<file path="config.mk">
export PLATFORM = sky130hd
export DESIGN_NAME = imem_loader_flat
export DESIGN_NICKNAME = d
export VERILOG_FILES = /design/src/rtl/imem_loader_if.sv /design/src/rtl/imem_loader.sv /design/src/flat_wrapper.sv
export SDC_FILE = /design/constraint.sdc
export NUM_CORES = 1
export LEC_CHECK = 0
export CELL_PAD_IN_SITES_DETAIL_PLACEMENT = 0
export CELL_PAD_IN_SITES_GLOBAL_PLACEMENT = 1
export CORE_MARGIN = 2
export CORE_UTILIZATION = 37
export DETAILED_ROUTE_END_ITERATION = 8
export PLACE_DENSITY_LB_ADDON = 0.1
export SYNTH_ARGS = -nofsm -noshare
export SYNTH_HDL_FRONTEND = slang
export SYNTH_SLANG_ARGS = --single-unit
export TNS_END_PERCENT = 10
</file>
<file path="constraint.sdc">
create_clock -name CLK -period 2.22 [get_ports CLK]
set_input_delay 0.222 -clock CLK [delete_from_list [all_inputs] [get_ports CLK]]
set_output_delay 0.222 -clock CLK [all_outputs]
set_load 0.02 [all_outputs]
</file>
<file path="src/rtl/imem_loader_if.sv">
// imem_loader_if: host byte stream in, instruction memory write port
// and loader status out.
interface imem_loader_if;
  logic [7:0]  RX_DATA;
  logic        RX_VALID;
  logic        MEM_WE;
  logic [31:0] MEM_ADDR;
  logic [31:0] MEM_WDATA;
  logic        CPU_HOLD;
  logic        LOAD_DONE;
  logic        LOAD_ERR;
  logic [15:0] WORD_CNT;

  modport master (
    output RX_DATA,
    output RX_VALID,
    input  MEM_WE,
    input  MEM_ADDR,
    input  MEM_WDATA,
    input  CPU_HOLD,
    input  LOAD_DONE,
    input  LOAD_ERR,
    input  WORD_CNT
  );

  modport slave (
    input  RX_DATA,
    input  RX_VALID,
    output MEM_WE,
    output MEM_ADDR,
    output MEM_WDATA,
    output CPU_HOLD,
    output LOAD_DONE,
    output LOAD_ERR,
    output WORD_CNT
  );
endinterface

</file>
<file path="src/rtl/imem_loader.sv">
// imem_loader: framed byte stream to instruction memory writer.
// Holds the core for the whole load; releases only on a good frame.
module imem_loader #(
  parameter logic [31:0] BASE_ADDR      = 32'h0000_0000,
  parameter logic [7:0]  START_BYTE     = 8'hA5,
  parameter int          MAX_WORDS      = 256,
  parameter int          TIMEOUT_CYCLES = 1_000_000
) (
  input logic         CLK,
  input logic         RST,
  imem_loader_if.slave bus
);

  typedef enum logic [2:0] {
    IDLE,
    LEN_HI,
    LEN_LO,
    DATA,
    CHECK
  } state_t;

  localparam int TW = $clog2(TIMEOUT_CYCLES + 1);
  localparam logic [TW-1:0] T_LAST = TW'(TIMEOUT_CYCLES - 1);
  localparam logic [16:0] MAX_LEN = 17'(MAX_WORDS);

  state_t        state_q, state_d;
  logic [15:0]   len_q, len_d;
  logic [15:0]   len_new;
  logic [23:0]   shift_q, shift_d;
  logic [1:0]    idx_q, idx_d;
  logic [7:0]    csum_q, csum_d;
  logic [TW-1:0] timer_q, timer_d;
  logic [15:0]   wc_q, wc_d;
  logic [15:0]   wc_inc;
  logic          we_q, we_d;
  logic [31:0]   addr_q, addr_d;
  logic [31:0]   wdata_q, wdata_d;
  logic          hold_q, hold_d;
  logic          done_q, done_d;
  logic          err_q, err_d;
  logic          in_frame;
  logic          v;
  logic [7:0]    b;

  assign v      = bus.RX_VALID;
  assign b      = bus.RX_DATA;
  assign wc_inc = wc_q + 16'd1;

  // Next-state and next-output decode for the frame parser
  always_comb begin
    state_d  = state_q;
    len_d    = len_q;
    len_new  = {len_q[15:8], b};
    shift_d  = shift_q;
    idx_d    = idx_q;
    csum_d   = csum_q;
    timer_d  = timer_q;
    wc_d     = wc_q;
    we_d     = 1'b0;
    addr_d   = addr_q;
    wdata_d  = wdata_q;
    hold_d   = hold_q;
    done_d   = done_q;
    err_d    = err_q;
    in_frame = (state_q != IDLE);

    if (in_frame) begin
      if (v) timer_d = '0;
      else   timer_d = timer_q + TW'(1);
    end

    unique case (state_q)
      IDLE: begin
        if (v && b == START_BYTE) begin
          state_d = LEN_HI;
          hold_d  = 1'b1;
          done_d  = 1'b0;
          err_d   = 1'b0;
          wc_d    = '0;
          idx_d   = '0;
          csum_d  = '0;
          timer_d = '0;
        end
      end
      LEN_HI: begin
        if (v) begin
          len_d   = {b, 8'h00};
          state_d = LEN_LO;
        end
      end
      LEN_LO: begin
        if (v) begin
          len_d = len_new;
          if ({1'b0, len_new} > MAX_LEN) begin
            state_d = IDLE;
            err_d   = 1'b1;
          end else if (len_new == 16'd0) begin
            state_d = CHECK;
          end else begin
            state_d = DATA;
          end
        end
      end
      DATA: begin
        if (v) begin
          shift_d = {shift_q[15:0], b};
          csum_d  = csum_q + b;
          idx_d   = idx_q + 2'd1;
          if (idx_q == 2'd3) begin
            we_d    = 1'b1;
            wdata_d = {shift_q, b};
            addr_d  = BASE_ADDR + {14'd0, wc_q, 2'b00};
            wc_d    = wc_inc;
            if (wc_inc == len_q) state_d = CHECK;
          end
        end
      end
      CHECK: begin
        if (v) begin
          state_d = IDLE;
          if (b == csum_q) begin
            done_d = 1'b1;
            hold_d = 1'b0;
          end else begin
            err_d = 1'b1;
          end
        end
      end
      default: state_d = IDLE;
    endcase

    // A strobe in the same cycle beats the timeout
    if (in_frame && !v && timer_q == T_LAST) begin
      state_d = IDLE;
      err_d   = 1'b1;
      timer_d = '0;
    end
  end

  // State and output registers with synchronous active-low reset
  always_ff @(posedge CLK) begin
    if (!RST) begin
      state_q <= IDLE;
      len_q   <= '0;
      shift_q <= '0;
      idx_q   <= '0;
      csum_q  <= '0;
      timer_q <= '0;
      wc_q    <= '0;
      we_q    <= 1'b0;
      addr_q  <= '0;
      wdata_q <= '0;
      hold_q  <= 1'b0;
      done_q  <= 1'b0;
      err_q   <= 1'b0;
    end else begin
      state_q <= state_d;
      len_q   <= len_d;
      shift_q <= shift_d;
      idx_q   <= idx_d;
      csum_q  <= csum_d;
      timer_q <= timer_d;
      wc_q    <= wc_d;
      we_q    <= we_d;
      addr_q  <= addr_d;
      wdata_q <= wdata_d;
      hold_q  <= hold_d;
      done_q  <= done_d;
      err_q   <= err_d;
    end
  end

  assign bus.MEM_WE    = we_q;
  assign bus.MEM_ADDR  = addr_q;
  assign bus.MEM_WDATA = wdata_q;
  assign bus.CPU_HOLD  = hold_q;
  assign bus.LOAD_DONE = done_q;
  assign bus.LOAD_ERR  = err_q;
  assign bus.WORD_CNT  = wc_q;

endmodule

</file>
<file path="src/flat_wrapper.sv">
// flat-port wrapper written by rule: the top's interface ports become plain ports
module imem_loader_flat 
#(
  parameter logic [31:0] BASE_ADDR      = 32'h0000_0000,
  parameter logic [7:0]  START_BYTE     = 8'hA5,
  parameter int          MAX_WORDS      = 256,
  parameter int          TIMEOUT_CYCLES = 1_000_000
)
  (CLK, RST, bus_RX_DATA, bus_RX_VALID, bus_MEM_WE, bus_MEM_ADDR, bus_MEM_WDATA, bus_CPU_HOLD, bus_LOAD_DONE, bus_LOAD_ERR, bus_WORD_CNT);
  imem_loader_if bus_i ();
  input logic CLK;
  input logic RST;
  input wire logic [$bits(bus_i.RX_DATA)-1:0] bus_RX_DATA;
  input wire logic [$bits(bus_i.RX_VALID)-1:0] bus_RX_VALID;
  output wire logic [$bits(bus_i.MEM_WE)-1:0] bus_MEM_WE;
  output wire logic [$bits(bus_i.MEM_ADDR)-1:0] bus_MEM_ADDR;
  output wire logic [$bits(bus_i.MEM_WDATA)-1:0] bus_MEM_WDATA;
  output wire logic [$bits(bus_i.CPU_HOLD)-1:0] bus_CPU_HOLD;
  output wire logic [$bits(bus_i.LOAD_DONE)-1:0] bus_LOAD_DONE;
  output wire logic [$bits(bus_i.LOAD_ERR)-1:0] bus_LOAD_ERR;
  output wire logic [$bits(bus_i.WORD_CNT)-1:0] bus_WORD_CNT;
  assign bus_i.RX_DATA = bus_RX_DATA;
  assign bus_i.RX_VALID = bus_RX_VALID;
  assign bus_MEM_WE = bus_i.MEM_WE;
  assign bus_MEM_ADDR = bus_i.MEM_ADDR;
  assign bus_MEM_WDATA = bus_i.MEM_WDATA;
  assign bus_CPU_HOLD = bus_i.CPU_HOLD;
  assign bus_LOAD_DONE = bus_i.LOAD_DONE;
  assign bus_LOAD_ERR = bus_i.LOAD_ERR;
  assign bus_WORD_CNT = bus_i.WORD_CNT;
  imem_loader #(.BASE_ADDR(BASE_ADDR), .START_BYTE(START_BYTE), .MAX_WORDS(MAX_WORDS), .TIMEOUT_CYCLES(TIMEOUT_CYCLES)) u_core (.CLK(CLK), .RST(RST), .bus(bus_i));
endmodule
</file>
[Word level (Yosys, flattened, before mapping)]
Cells that the tools add are included.
Word-level totals
  register bits after elaboration: 141
  input bits: 11
  output and inout bits: 84
  logic and storage cells: 107
Operators by class
  add/sub/neg operators: 4
  order comparisons: 1
  equality and inequality tests: 22
  mux-type cells: 42
  bitwise operators: 2
  reductions and logical operators: 22
Operators with widths (number)
  $mux 20: 4
  $mux 16: 4
  $pmux 16 s2: 2
  $mux 3: 9
  $mux 8: 3
  $add 20x1->20 const B: 1
  $eq 20x20->1 const B: 1
  $add 16x1->16 const B: 1
  $eq 16x16->1: 1
  $gt 16x9->1 const B: 1
  $logic_not 16->1: 1
  $pmux 8 s2: 1
  $pmux 3 s5: 1
  $reduce_and 3->1: 5
  $mux 1: 12
  $add 8x8->8: 1
  $eq 8x8->1: 1
  $eq 8x8->1 const B: 1
  $ne 2x1->1 const B: 4
  $ne 2x2->1 const B: 4
  $reduce_and 4->1: 2
  $reduce_and 7->1: 1
  $eq 3x2->1 const B: 2
  $ne 3x1->1 const B: 2
  other kinds (20): 28

[Logic depth before layout (Yosys ltp)]
Gate-level depths: netlist of run 1.
  word-level depth: 6
  depth in mapped cells: 9
  depth with buffers taken out: 9

[Worst setup path after synthesis of run 1]
Ideal clock, no wire load.
  path kind: reg2reg
  from: reg u_core.wc_q[0] (netlist: u_core.bus.WORD_CNT[0])
  to: reg u_core.state_q[0]
  setup time: 121 ps
  arrival: 2339 ps
  required time: 2099 ps
  setup slack: -240 ps
  cell stages (with the launch flop): 9
  path buffers: 0
  cell sequence: dfxtp_1 ha_1 nand3_1 nor3_2 mux2_2 mux2i_1 nor4_1 a41o_2 mux2_4
On the way
  word-level cells in the longest chain between the ends: 4
RTL lines
  from (decl): RTL line imem_loader.sv:33  | logic [15:0] wc_q, wc_d;
  from (signal assigned): RTL line imem_loader.sv:163  | wc_q <= wc_d;
  $add 16x1->16: RTL line imem_loader.sv:47  | assign wc_inc = wc_q + 16'd1;
  $eq 16x16->1: RTL line imem_loader.sv:114  | if (wc_inc == len_q) state_d = CHECK;
  $ne 2x1->1 (no line)
  $reduce_and 7->1 (no line)
  to (signal assigned): RTL line imem_loader.sv:157  | state_q <= state_d;
  to (decl): RTL line imem_loader.sv:26  | state_t state_q, state_d;
No other way between the ends.
A chain may end at the register's enable or synchronous reset.

[Worst setup path after layout of run 1]
Ends and elaborated chain as after synthesis.

==> results.json, run 1 <==
{
  "outcome": "finished, violations left",
  "failed_checks": "design-rule violations, negative setup slack",
  "power_density_nw_per_um2": 690,
  "yosys_warnings": 0,
  "timing.final.hold_violations": 0,
  "number_of_inserted_filler_cells_in_the_final_layout": 1731,
  "crit_path_frequent_cell": "sky130_fd_sc_hd__nand4_1",
  "worst_case_vdd_ir_drop_uv": 549,
  "avgSynthCellArea_um2": 8.19,
  "critical_path_maximum_fanout": 7,
  "rsz0062_at_grt": "true",
  "floorplan.initialDensity": 0.379,
  "finalCritPeriodShare": 1.04,
  "die_x_um": 140,
  "firstDrtPassIters": 7,
  "final_common_cell": "sky130_fd_sc_hd__nand2_1",
  "cp_slowest_cell": "sky130_fd_sc_hd__dfxtp_4",
  "critPathKind": "reg2reg",
  "clock_tree_root": "sky130_fd_sc_hd__clkbuf_16",
  "drcViolationCount": 7,
  "viasPerCell": 5.14,
  "critPathMaxStageDelay_ns": 0.36,
  "postLayoutCellArea_um2": 9210,
  "synthDominantAreaCellType": "sky130_fd_sc_hd__dfxtp_1",
  "antenna_cells_inserted": 0,
  "cts_tree": "done",
  "routed_wl_um": 19600,
  "synth-seq-area-share": 0.412,
  "gr-total-overflow": 0,
  "cts.clk_slew.worst_paths_ns": 0.06,
  "most_used_dff_post_synth": "sky130_fd_sc_hd__dfxtp_1",
  "synth-async-reset-ratio": 0,
  "detailedRoute.firstIterationViolations": 339,
  "timing.critical_path.cells": "buf_6, and4_4, nand4_1, xnor2_2, nand4_1, nor4_2, a41o_4, mux2_4",
  "yosysUniqueCellTypes": 70,
  "crit-reg2reg-launch": "u_core.bus.WORD_CNT[0]",
  "clock_sink_count": 141,
  "worstPathBufferInverterCount": 1,
  "worst_setup_path_start_kind": "flip-flop",
  "clock_latency_ns": 0.43,
  "io_buffers": 78,
  "critPathTopFamily": "simple AND/OR/NAND/NOR gates",
  "worst_slew_margin_rel": 0.651,
  "cap_viol_max_count": 0,
  "antenna_violating_nets_post_route": 0,
  "synthTopCellsByArea": "sky130_fd_sc_hd__dfxtp_1 (41%), sky130_fd_sc_hd__nand2_1 (11%), sky130_fd_sc_hd__a21boi_0 (9.0%), sky130_fd_sc_hd__xnor2_1 (2.9%), sky130_fd_sc_hd__a21oi_1 (2.5%)",
  "maximum_number_of_pins_on_one_net_before_global_route_repair": 52,
  "min_path_type": "in2reg",
  "cellLeakagePower_uw": 0.00335,
  "die_h_um": 140,
  "timing.fmax_mhz": 435,
  "finalWeightedCongestion": 0.876,
  "final_layout_size_suffix_gt1_frac": 0.187,
  "hp-start": "RST",
  "grt_pass1_wl_um": 31600,
  "antenna_found_initial": 0,
  "post_dp_cell_area_um2": 8470,
  "via_total_after_detailed_routing": 6303,
  "final_max_slew_viol_count": 0,
  "hold_end": "u_core.bus.MEM_WDATA[31]",
  "finalCoreUtilization": 0.509,
  "groute.usage.overall": 0.201,
  "fin_nets": 1008,
  "synth_top_cell_area_share": 0.412,
  "worstSetupEndpointType": "flip-flop",
  "layout_setup_ws_ns": -0.0813,
  "worst_clock_skew_ns": 0.00979,
  "cts_inserted_buffers": 17,
  "core.rowCount": 49,
  "synth_cells": 837,
  "average_wire_length_per_cell_after_detail_routing_um": 16.0,
  "setup.reg_to_reg.worst_slack_ns": -0.08,
  "report.final.setup_viol": 2,
  "worst_r2r_endpoint": "u_core.state_q[0]",
  "worstSetupPathDepth": 8,
  "synth.ff_latch_count": 141,
  "worst-endpoint-required_ns": 2.53,
  "max_slew.worst_pin.slew_ns": 0.522,
  "timing.hold.worst_path_depth": 2,
  "synth_enable_flop_cells": 0,
  "timing.setup.tns_ns": -0.105,
  "top_level_port_count": 95,
  "h-tree-depth": 4,
  "post-route-min-period_ns": 2.30,
  "core_area_um2": 18100,
  "arrival_time_at_the_worst_endpoint_ns": 2.61,
  "layout.cells.most_common_list": "sky130_fd_sc_hd__nand2_1 (209), sky130_fd_sc_hd__dfxtp_1 (134), sky130_fd_sc_hd__buf_4 (100)",
  "syn2layout_area_growth_pct": 34.3,
  "first_global_vias": 6039,
  "post-dp-hpwl_um": 13900,
  "synth_area_um2": 6860,
  "rr_worst_depth": 8,
  "floorplan.die_area_um2": 19600,
  "clock_tree.buffer_depth": 2
}
==> final cells by class <==
cell class,instances,area (um^2),area share
Clock inverter,11,96.3,0.0105
Multi-Input combinational cell,637,3900,0.424
Inverter,5,18.8,0.00204
Timing Repair Buffer,184,1620,0.176
Tap cell,229,287,0.0311
Clock buffer,19,443,0.0481
Sequential cell,141,2840,0.308
==> layer usage <==
| metal | share of wire | global-route usage | up-vias |
|---|---|---|---|
| met3 | 0.038 | 0.0335 | 16 |
| li1 | - | - | 3157 |
| met4 | 0.011 | 0.0638 | 0 |
| met1 | 0.46 | 0.260 | 3005 |
| met2 | 0.49 | 0.343 | 125 |
| met5 | 0 | 0 | - |
==> worst max-delay path by stage <==
stage | to | slack (ns) | startpoint
floorplan | u_core.state_q[0] | 0.01 | u_core.bus.WORD_CNT[5]
global placement | u_core.bus.LOAD_ERR | -0.49 | bus_RX_DATA[6]
detailed placement | u_core.bus.CPU_HOLD | -0.55 | bus_RX_DATA[6]
CTS | u_core.state_q[0] | -0.06 | u_core.bus.WORD_CNT[1]
global route | u_core.state_q[0] | -0.16 | u_core.bus.WORD_CNT[1]
finish | u_core.state_q[0] | -0.08 | u_core.bus.WORD_CNT[0]
==> registers in the layout (all words and copies together) (netlist names) <==
signal / cells
u_core.bus.MEM_WDATA: 32
u_core.shift_q: 24
u_core.timer_q: 20
u_core.bus.MEM_ADDR: 16
u_core.bus.WORD_CNT: 16
u_core.len_q: 16
u_core.csum_q: 8
u_core.state_q: 3
u_core.idx_q: 2
u_core.bus.CPU_HOLD: 1
u_core.bus.LOAD_DONE: 1
u_core.bus.LOAD_ERR: 1
u_core.bus.MEM_WE: 1
==> what timing repair did <==
action	4_1_cts	5_1_grt
hold endpoints to repair	0	0
endpoints found under the setup margin	6	11
hold buffers	0	0
pin swaps	10	9
buffers inserted	2	1
gates resized for setup	15	17
==> cell usage after synthesis (6+ instances only) <==
master	n
sky130_fd_sc_hd__nand3_1	13
sky130_fd_sc_hd__xor2_1	6
sky130_fd_sc_hd__a21oi_1	34
sky130_fd_sc_hd__buf_2	15
sky130_fd_sc_hd__nor3_1	17
sky130_fd_sc_hd__and3_1	10
sky130_fd_sc_hd__dfxtp_1	141
sky130_fd_sc_hd__nor2_1	41
sky130_fd_sc_hd__and2_1	7
sky130_fd_sc_hd__o21ai_0	22
sky130_fd_sc_hd__nand2_1	210
sky130_fd_sc_hd__nand3b_1	7
sky130_fd_sc_hd__nor4_1	9
sky130_fd_sc_hd__a21boi_0	82
sky130_fd_sc_hd__buf_4	18
sky130_fd_sc_hd__clkbuf_1	35
sky130_fd_sc_hd__nand4_1	7
sky130_fd_sc_hd__a211oi_1	6
sky130_fd_sc_hd__a31oi_1	6
sky130_fd_sc_hd__nor2b_1	26
sky130_fd_sc_hd__ha_1	10
sky130_fd_sc_hd__a22oi_1	13
sky130_fd_sc_hd__xnor2_1	23
==> power by group <==
| part | total [uW] | internal (uW) | leakage [uW] | switching (uW) |
|---|---|---|---|---|
| logic | 1080 | 442 | 0.00194 | 639 |
| registers | 2620 | 2580 | 0.00114 | 42.6 |
| clock network | 2650 | 1550 | 0.000261 | 1100 |
| total | 6350 | 4570 | 0.00335 | 1780 |
==> logic make-up after synthesis <==
| group | after synthesis | share of synthesized area |
|---|---|---|
| buffers and inverters | 74 | 0.0533 |
| AOI/OAI and AO/OA | 193 | 0.196 |
| xor gates and xnor gates | 29 | 0.0370 |
| muxes | 6 | 0.00985 |
| adders and majority gates | 11 | 0.0212 |
| other | 1 | 0.000547 |
| DFF | 141 | 0.412 |
| and+or+nand+nor | 382 | 0.270 |
==> worst register-to-register path, cell delays in order, from the launching register on <==
cell	delay, ns
sky130_fd_sc_hd__dfxtp_4	0.36
sky130_fd_sc_hd__buf_6	0.13
sky130_fd_sc_hd__and4_4	0.22
sky130_fd_sc_hd__nand4_1	0.18
sky130_fd_sc_hd__xnor2_2	0.25
sky130_fd_sc_hd__nand4_1	0.17
sky130_fd_sc_hd__nor4_2	0.32
sky130_fd_sc_hd__a41o_4	0.26
sky130_fd_sc_hd__mux2_4	0.30
==> metrics by stage <==
step	setup WS, ns	std cells	hold WS (ns)	total power, uW
floorplan	0.0114	852	0.367	3320
global placement	-0.486	1193	0.448	3690
detailed placement	-0.551	1193	0.452	3720
CTS	-0.0649	1225	0.239	6400
global route	-0.160	1226	0.262	6610
finish	-0.0813	1226	0.249	6350
(Power assumes the default switching activity.)
==> run 2, diff against run 1 <==
--- a/config.mk
+++ b/config.mk
@@ -14,4 +14,4 @@
 export SYNTH_ARGS = -nofsm -noshare
 export SYNTH_HDL_FRONTEND = slang
 export SYNTH_SLANG_ARGS = --single-unit
-export TNS_END_PERCENT = 10
+export TNS_END_PERCENT = 1
==> results of run 2 <==
Same layout as run 1: the final DEF is identical, and so are final timing and power.
